### config.mk
export PLATFORM = sky130hd
export DESIGN_NAME = instr_fetch_unit
export DESIGN_NICKNAME = d
export VERILOG_FILES = /design/src/rtl/instr_fetch_unit.sv
export SDC_FILE = /design/constraint.sdc
export NUM_CORES = 1
export LEC_CHECK = 0
export CAP_MARGIN = 15
export CORE_UTILIZATION = 35
export CTS_CLUSTER_DIAMETER = 30
export DETAILED_ROUTE_END_ITERATION = 8
export SLEW_MARGIN = 20
export SYNTH_ARGS = -nofsm -noshare
export SYNTH_HDL_FRONTEND = slang
export SYNTH_SLANG_ARGS = --single-unit
### constraint.sdc
create_clock -name i_clk -period 8.55 [get_ports i_clk]
set_clock_uncertainty 0.2 [all_clocks]
set_input_delay 2.565 -clock i_clk [delete_from_list [all_inputs] [get_ports i_clk]]
set_output_delay 2.565 -clock i_clk [all_outputs]
set_load 0.1 [all_outputs]
### src/rtl/instr_fetch_unit.sv
// rtl/instr_fetch_unit.sv - instruction fetch stage: PC, memory request, {pc,instr} queue to decode
//
// Purpose:
//   Holds the program counter, presents it as a word address to instruction
//   memory, captures the returned word on the access-complete pulse and queues
//   {pc, instruction} pairs for decode. Redirects flush the queue and reload
//   the PC; misaligned redirect targets park the unit in a fault state.
//
// Optional feature:
//   IFU_PERF_COUNTERS_EN - adds saturating counters o_perf_fetched and
//   o_perf_hold_cycles (cleared by reset only).
//
// Ports:
//   i_clk, i_arst_n       clock, asynchronous active-low reset
//   o_mem_addr, o_mem_req fetch address (current PC) and request
//   i_mem_data, i_mem_access
//                         returned instruction word, single-cycle completion pulse
//   i_redirect_valid, i_redirect_pc
//                         PC reload from branch/jump resolution
//   o_dec_valid, o_dec_instr, o_dec_pc, i_dec_ready
//                         queue head to decode, valid/ready handshake
//   o_perf_fetched, o_perf_hold_cycles
//                         performance counters (IFU_PERF_COUNTERS_EN only)
//   o_fetch_fault         misaligned redirect target, held until next good redirect

module instr_fetch_unit #(
  parameter int unsigned              ADDR_WIDTH  = 64,
  parameter int unsigned              DATA_WIDTH  = 32,
  parameter logic [ADDR_WIDTH-1:0]    RESET_PC    = 64'h8000_0000,
  parameter int unsigned              QUEUE_DEPTH = 2
) (
  input  logic                  i_clk,
  input  logic                  i_arst_n,
  output logic [ADDR_WIDTH-1:0] o_mem_addr,
  output logic                  o_mem_req,
  input  logic [DATA_WIDTH-1:0] i_mem_data,
  input  logic                  i_mem_access,
  input  logic                  i_redirect_valid,
  input  logic [ADDR_WIDTH-1:0] i_redirect_pc,
  output logic                  o_dec_valid,
  output logic [DATA_WIDTH-1:0] o_dec_instr,
  output logic [ADDR_WIDTH-1:0] o_dec_pc,
  input  logic                  i_dec_ready,
`ifdef IFU_PERF_COUNTERS_EN
  output logic [31:0]           o_perf_fetched,
  output logic [31:0]           o_perf_hold_cycles,
`endif
  output logic                  o_fetch_fault
);

  localparam int unsigned PTR_W = (QUEUE_DEPTH > 1) ? $clog2(QUEUE_DEPTH) : 1;
  localparam int unsigned CNT_W = PTR_W + 1;
  localparam logic [CNT_W-1:0] FULL_CNT = CNT_W'(QUEUE_DEPTH);

  typedef enum logic [1:0] {
    ST_FETCH = 2'd0,
    ST_HOLD  = 2'd1,
    ST_FAULT = 2'd2
  } state_t;

  state_t                state;
  logic [ADDR_WIDTH-1:0] pc;
  logic                  mem_req_q;
  logic                  fault_q;

  logic [PTR_W-1:0]      wr_ptr;
  logic [PTR_W-1:0]      rd_ptr;
  logic [CNT_W-1:0]      count;
  logic [CNT_W-1:0]      count_nxt;

  logic [DATA_WIDTH-1:0] instr_q [QUEUE_DEPTH];
  logic [ADDR_WIDTH-1:0] pc_q    [QUEUE_DEPTH];

  logic push;
  logic pop;
  logic redirect_aligned;

  assign o_mem_addr    = pc;
  assign o_mem_req     = mem_req_q;
  assign o_fetch_fault = fault_q;
  assign o_dec_valid   = (count != '0);
  assign o_dec_instr   = instr_q[rd_ptr];
  assign o_dec_pc      = pc_q[rd_ptr];

  assign redirect_aligned = (i_redirect_pc[1:0] == 2'b00);

  // A redirect flushes the queue, so neither a pop nor a capture in that
  // cycle may touch the pointers. A capture into a full queue is only legal
  // when the head leaves in the same cycle.
  assign pop  = o_dec_valid & i_dec_ready & ~i_redirect_valid;
  assign push = (state == ST_FETCH) & i_mem_access & ~i_redirect_valid
              & ((count != FULL_CNT) | pop);

  always_comb begin
    count_nxt = count;
    case ({push, pop})
      2'b10:   count_nxt = count + CNT_W'(1);
      2'b01:   count_nxt = count - CNT_W'(1);
      default: count_nxt = count;
    endcase
  end

  always_ff @(posedge i_clk or negedge i_arst_n) begin
    if (!i_arst_n) begin
      state     <= ST_FETCH;
      pc        <= RESET_PC;
      mem_req_q <= 1'b1;
      fault_q   <= 1'b0;
      wr_ptr    <= '0;
      rd_ptr    <= '0;
      count     <= '0;
    end else if (i_redirect_valid) begin
      pc     <= i_redirect_pc;
      wr_ptr <= '0;
      rd_ptr <= '0;
      count  <= '0;
      if (redirect_aligned) begin
        state     <= ST_FETCH;
        mem_req_q <= 1'b1;
        fault_q   <= 1'b0;
      end else begin
        state     <= ST_FAULT;
        mem_req_q <= 1'b0;
        fault_q   <= 1'b1;
      end
    end else begin
      if (push) begin
        wr_ptr <= wr_ptr + PTR_W'(1);
        pc     <= pc + ADDR_WIDTH'(4);
      end
      if (pop) begin
        rd_ptr <= rd_ptr + PTR_W'(1);
      end
      count <= count_nxt;

      case (state)
        ST_FETCH: begin
          // Stop requesting once the capture fills the last free entry.
          if (push && (count_nxt == FULL_CNT)) begin
            state     <= ST_HOLD;
            mem_req_q <= 1'b0;
          end
        end
        ST_HOLD: begin
          // Resume at the unchanged pc once decode frees an entry.
          if (pop) begin
            state     <= ST_FETCH;
            mem_req_q <= 1'b1;
          end
        end
        ST_FAULT: begin
          state <= ST_FAULT;
        end
        default: begin
          state     <= ST_FETCH;
          mem_req_q <= 1'b1;
        end
      endcase
    end
  end

  // Queue payload needs no reset: entries are only visible while counted.
  always_ff @(posedge i_clk) begin
    if (push) begin
      instr_q[wr_ptr] <= i_mem_data;
      pc_q[wr_ptr]    <= pc;
    end
  end

`ifdef IFU_PERF_COUNTERS_EN
  logic [31:0] perf_fetched_q;
  logic [31:0] perf_hold_q;

  assign o_perf_fetched     = perf_fetched_q;
  assign o_perf_hold_cycles = perf_hold_q;

  // Saturating; redirects deliberately leave the counts intact.
  always_ff @(posedge i_clk or negedge i_arst_n) begin
    if (!i_arst_n) begin
      perf_fetched_q <= '0;
      perf_hold_q    <= '0;
    end else begin
      if (push && (perf_fetched_q != '1)) begin
        perf_fetched_q <= perf_fetched_q + 32'd1;
      end
      if ((state == ST_HOLD) && (perf_hold_q != '1)) begin
        perf_hold_q <= perf_hold_q + 32'd1;
      end
    end
  end
`endif

endmodule

# --- Word-level counts from Yosys, hierarchy flattened ---
# Memories as Yosys holds them, arrays and structs flattened.
# Index checks and enable logic that the tools add are counted.
word_totals:
  reg_bits: 72
  latchBits: 0
  ram_bits: 192
  rom_bits: 0
  output_inout_bits: 163
  wordCells: 59
  memories: 2
mem_list:
  columns: ["memory", "depth", "word_bits", "read_ports", "rd_ports_with_merged_regs", "wr", "line_no", "source"]
  rows:
  - ["pc_q", 2, 64, 1, 0, 1, "72", "logic [ADDR_WIDTH-1:0] pc_q [QUEUE_DEPTH];"]
  - ["instr_q", 2, 32, 1, 0, 1, "71", "logic [DATA_WIDTH-1:0] instr_q [QUEUE_DEPTH];"]
classes:
  addsub: 5
  mul: 0
  div: 0
  magnitude_cmp: 0
  eq_ne: 9
  n_shift: 0
  mux: 21
  bitwise: 7
  n_reduce_logical: 8
ops:
  columns: ["cell", "n"]
  rows:
  - ["2-to-1 mux 64 bit", 2]
  - ["adder 64 x 3 -> 64 bit, second input constant", 1]
  - ["2-to-1 mux 1 bit", 11]
  - ["2-to-1 mux 2 bit", 5]
  - ["equality test 2 bit, second input constant", 3]
  - ["case mux 2 bit (3 select lines)", 1]
  - ["nonzero test 2 bit", 3]
  - ["AND 1 bit", 5]
  - ["equality test 2 x 1 -> 1 bit, second input constant", 2]
  - ["zero test 2 bit", 2]
  - ["!= test 2 bit, second input constant", 2]
  - ["case mux 2 bit (2 select lines)", 1]
  - ["!= test 3 x 2 -> 1 bit, second input constant", 1]
  - ["!= test 3 bit, second input constant", 1]
  - ["case mux 1 bit (3 select lines)", 1]
  - ["AND reduction 3 bit", 1]
  - ["adder 1 bit, second input constant", 2]
  - ["adder 2 x 1 -> 2 bit, second input constant", 1]
  - ["AND reduction 2 bit", 1]
  - ["subtractor 2 x 1 -> 2 bit, second input constant", 1]
  - ["logical AND 1 bit", 1]
  - ["inverter 1 bit", 1]
  - ["OR 1 bit", 1]

# --- Depth between registers and ports, before layout ---
depth:
  depth_word: 12
  ltp_mapped: 8
  ltp_nobuf: 6

# --- Least setup slack after synthesis ---
# OpenSTA, ideal clock, no wires.
synth_path:
  path_type: "input-to-reg"
  from: "in i_redirect_valid"
  to: "mem instr_q[0][0] (enable)"
  t_arrival_ns: 7.715
  slack_ns: 0.083
  stages: 6
  n_path_buf: 3
  path_cell_list: "nor4b_4 > a21bo_2 > buf_2 > buf_2 > clkbuf_1 > nor2_1"
synth_between:
  elab_chain_len: 6
synth_lines:
  columns: ["element", "line_no", "source"]
  rows:
  - ["start: declaration", "38", "input logic i_redirect_valid,"]
  - ["inverter 1 bit (*)", "90, 91", null]
  - ["AND 1 bit", "90", "assign pop = o_dec_valid & i_dec_ready & ~i_redirect_valid;"]
  - ["OR 1 bit", "92", "& ((count != FULL_CNT) | pop);"]
  - ["AND 1 bit (*)", "92", null]
  - ["2-to-1 mux 1 bit (*)", "164", "if (push) begin"]
  - ["2-to-1 mux 1 bit (implied by the code) (*)", "165", "instr_q[wr_ptr] <= i_mem_data;"]
  - ["end: declaration", "71", null]
# Mark *: on every way between the ends. The rest lies on a longest branch, timed or not.

# --- Final worst setup path ---
layout_path:
  from: "reg rd_ptr"
  to: "out o_dec_pc[28]"
layout_between:
  elab_chain_len: 1
layout_lines:
  columns: ["element", "line_no", "source"]
  rows:
  - ["start: declaration", "67", "logic [PTR_W-1:0] rd_ptr;"]
  - ["start signal: assignment", "132", "rd_ptr <= rd_ptr + PTR_W'(1);"]
  - ["memory read (2 x 64 bit)", null, null]
  - ["end: declaration", "42", "output logic [ADDR_WIDTH-1:0] o_dec_pc,"]
# Every way passes these cells.

==> impl_metrics.csv <==
group,metric,value,unit
global_routing,grt_start_max_net_pins,88,
power,peakVddDrop,0.191,mV
critical_path,crit_fanout,58,
placed_design,place_hpwl,21.5,mm
cts,cts_hold_buf,0,
power,power.share.clock,51.1,%
cells_and_area,layout_common_cells,"clkdlybuf4s50_1, edfxtp_1, mux2_2",
die,io_pins,264,
cells_and_area,n_fill_cell,2818,
synth,async_flop_share,27.3,%
cts,cts_setup_buffers,0,
die,start_util,35.6,%
cts,path_clk_slew,0.04,ns
routing,drc,0,
synth,mappedNetlistNets,948,
critical_path,cp.required,5.79,ns
critical_path,path_cells,"buf_4 -> mux2_2 -> clkdlybuf4s50_1",
cts,cts_max_level,3,
synth,synth_top_area_cell,"edfxtp_1",
synth,synth_top_area_share,49.6,%
routing,ant_nets,0,
global_routing,grt_use_total,19.4,%
hold_path,worstHoldPathCells,1,
synth,synth_ff_type,"edfxtp_1",
status,outcome,"completed",
synth,synth_cell_types,62,
die,rows,66,
routing,post_drt_wl_per_cell,20.0,um
global_routing,gr-total-overflow,0,
cells_and_area,drive_gt1_share,20.9,%
die,dieArea,33900,um2
critical_path,reg2reg_slack,4.92,ns
cts,clock_latency,0.55,ns
routing,routed_wl,32.9,mm
placed_design,globalplace.congestion,0.772,
cts,cts_buffers,68,
power,sw_frac_of_total,31.0,%
synth,ys_seq_elements,264,
critical_path,endpoint_kind,"output pin",
sta,rsz0062_at_grt,"no",
sta,finalCriticalPeriod,6.27,ns
critical_path,crit_type,"flop to output pin",
cts,ctsRootBufferMaster,"clkbuf_16",
global_routing,antenna_found_initial,4,
cts,tritoncts,"yes",
hold_path,min_from,"o_fetch_fault",
global_routing,grt_pass1_vias,8468,
sta,slew_headroom,30.5,%
synth,synth_edf_count,192,
cells_and_area,syn_to_final_growth,45.8,%
power,switchingPower,1450,uW
sta,hold_viol,0,
power,combPwrFrac,15.8,%
global_routing,grt_pass1_wl,49.8,mm
synth,yosysSeqAreaShare,65.2,%
sta,slew_viol_final,0,
power,cellPowerDensity,276,nW/um2
cts,cts_sinks,264,
critical_path,cp-start-kind,"flop",
critical_path,rr_worst_depth,5,
routing,via_per_inst,5.20,
sta,fmax,159,MHz
sta,hold_ws,0.302,ns
routing,dr.pass1.iters,5,
critical_path,arrival,3.51,ns
synth,synth.area.top_cells,"edfxtp_1, dfrtp_1, mux2_2, nand2_1, nand3_1",
synth,synth_cells,846,
die,die_h,184,um
critical_path,r2r_start,"state[1]",
die,fp.coreArea,32600,um2
critical_path,worstReg2RegEnd,"instr_q[1][10]",
synth,synth_area_per_cell,13.7,um2
routing,drtIter0Drc,571,
cts,cts_buffer_depth,3,
placed_design,port_buffers,263,
cells_and_area,nets,1248,
sta,period_share,73.4,%
hold_path,min_to,"o_fetch_fault",
critical_path,crit_path_max_incr_delay,1.12,ns
synth,yosys_warnings,0,
power,seq_power_share,33.2,%
critical_path,cp_slowest_cell,"clkdlybuf4s50_1",
routing,dr_total_vias,8563,
job,drv_cap,0,
die,die_w,184,um
cells_and_area,multiInputGateArea,3860,um2
synth,syn_area,11600,um2
sta,setup_viol,0,
cells_and_area,seq_area,7570,um2
power,leakagePower,0.00604,uW
power,power.internal,3220,uW
sta,worst_pin_slew,1.04,ns
cts,cts.repair.resized,0,
hold_path,hold_path.class,"flop to flop",
cells_and_area,layout_commonest_cell,"clkdlybuf4s50_1",
sta,setup_tns,0,ns
==> worst max-delay path: cells and delay by family (launching register included) <==
kind | cells | cell delay (ns)
flops | 1 | 1.00
mux | 1 | 0.26
buf+inv | 2 | 1.68
==> logic make-up after synthesis <==
group                      after synthesis  share of synthesized area, %
DFF                                    264                          65.2
muxes                                  103                          9.95
buffers and inverters                   53                          1.82
AOI/OAI and AO/OA                      129                          7.60
adders and majority gates                1                         0.108
and+or+nand+nor                        288                          14.8
xor gates and xnor gates                 8                         0.603
==> worst max path at each step <==
stage / from / end / cells after the start
after global routing: rd_ptr / o_dec_instr[16] / 3
after floorplan: i_redirect_valid / instr_q[0][0] / 6
final: rd_ptr / o_dec_pc[28] / 3
after detailed placement: i_redirect_valid / instr_q[1][2] / 6
after CTS: rd_ptr / o_dec_pc[28] / 3
after global placement: i_redirect_valid / instr_q[1][10] / 6
==> Yosys cell counts (all sizes together) (12+ instances only) <==
library cell and instances:
nor3 14, clkbuf 30, dfrtp 70, o211ai 23, and3 14, nor4 21, inv 12, o21ai 32
mux2 100, nand4 30, nor2 31, edfxtp 192, nand3 44, or4 16, a21oi 20, nand2 74
==> layer usage <==
metal  global-route usage (%)  up-vias  wire length [um]
met2                     28.9      317             14900
li1                         -     3961                 -
met5                        0        -                23
met3                     5.41       39              2560
met1                     26.8     4242             14900
met4                     7.10        4               526
==> flip-flops by register name, indices dropped and copies added, names as in the netlist <==
signal	cells
state	2
instr_q	64
wr_ptr	1
o_mem_req	1
rd_ptr	1
count	2
o_mem_addr	64
pc_q	128
o_fetch_fault	1
==> power by group through the flow <==
stage	Combinational [uW]	Clock, uW	Sequential [uW]
floorplan	302	0	1770
global placement	733	0	1570
detailed placement	737	0	1570
CTS	740	2430	1550
global route	764	2510	1560
finish	736	2390	1550
==> cell type report <==
class                           count  area share [%]
Clock inverter                     46            2.50
Sequential cell                   264            44.7
Antenna cell                        4          0.0591
Timing Repair Buffer              271            15.9
Multi-Input combinational cell    529            22.8
Tap cell                          442            3.27
Inverter                           12           0.266
Clock buffer                       79            10.5
==> through the flow <==
step / area (um2) / cells / power, uW / utilization, % / setup slack, ns
2_1_floorplan: 11600 / 846 / 2070 / - / 0.0832
3_3_place_gp: 14700 / 1518 / 2300 / 45.1 / 2.30
3_5_place_dp: 14700 / 1518 / 2310 / 45.1 / 2.27
4_1_cts: 16900 / 1643 / 4720 / 51.9 / 2.20
5_1_grt: 16900 / 1645 / 4840 / 51.9 / 2.06
6_report: 16900 / 1647 / 4670 / 51.9 / 2.28
Power figures use the tool's default switching activity.
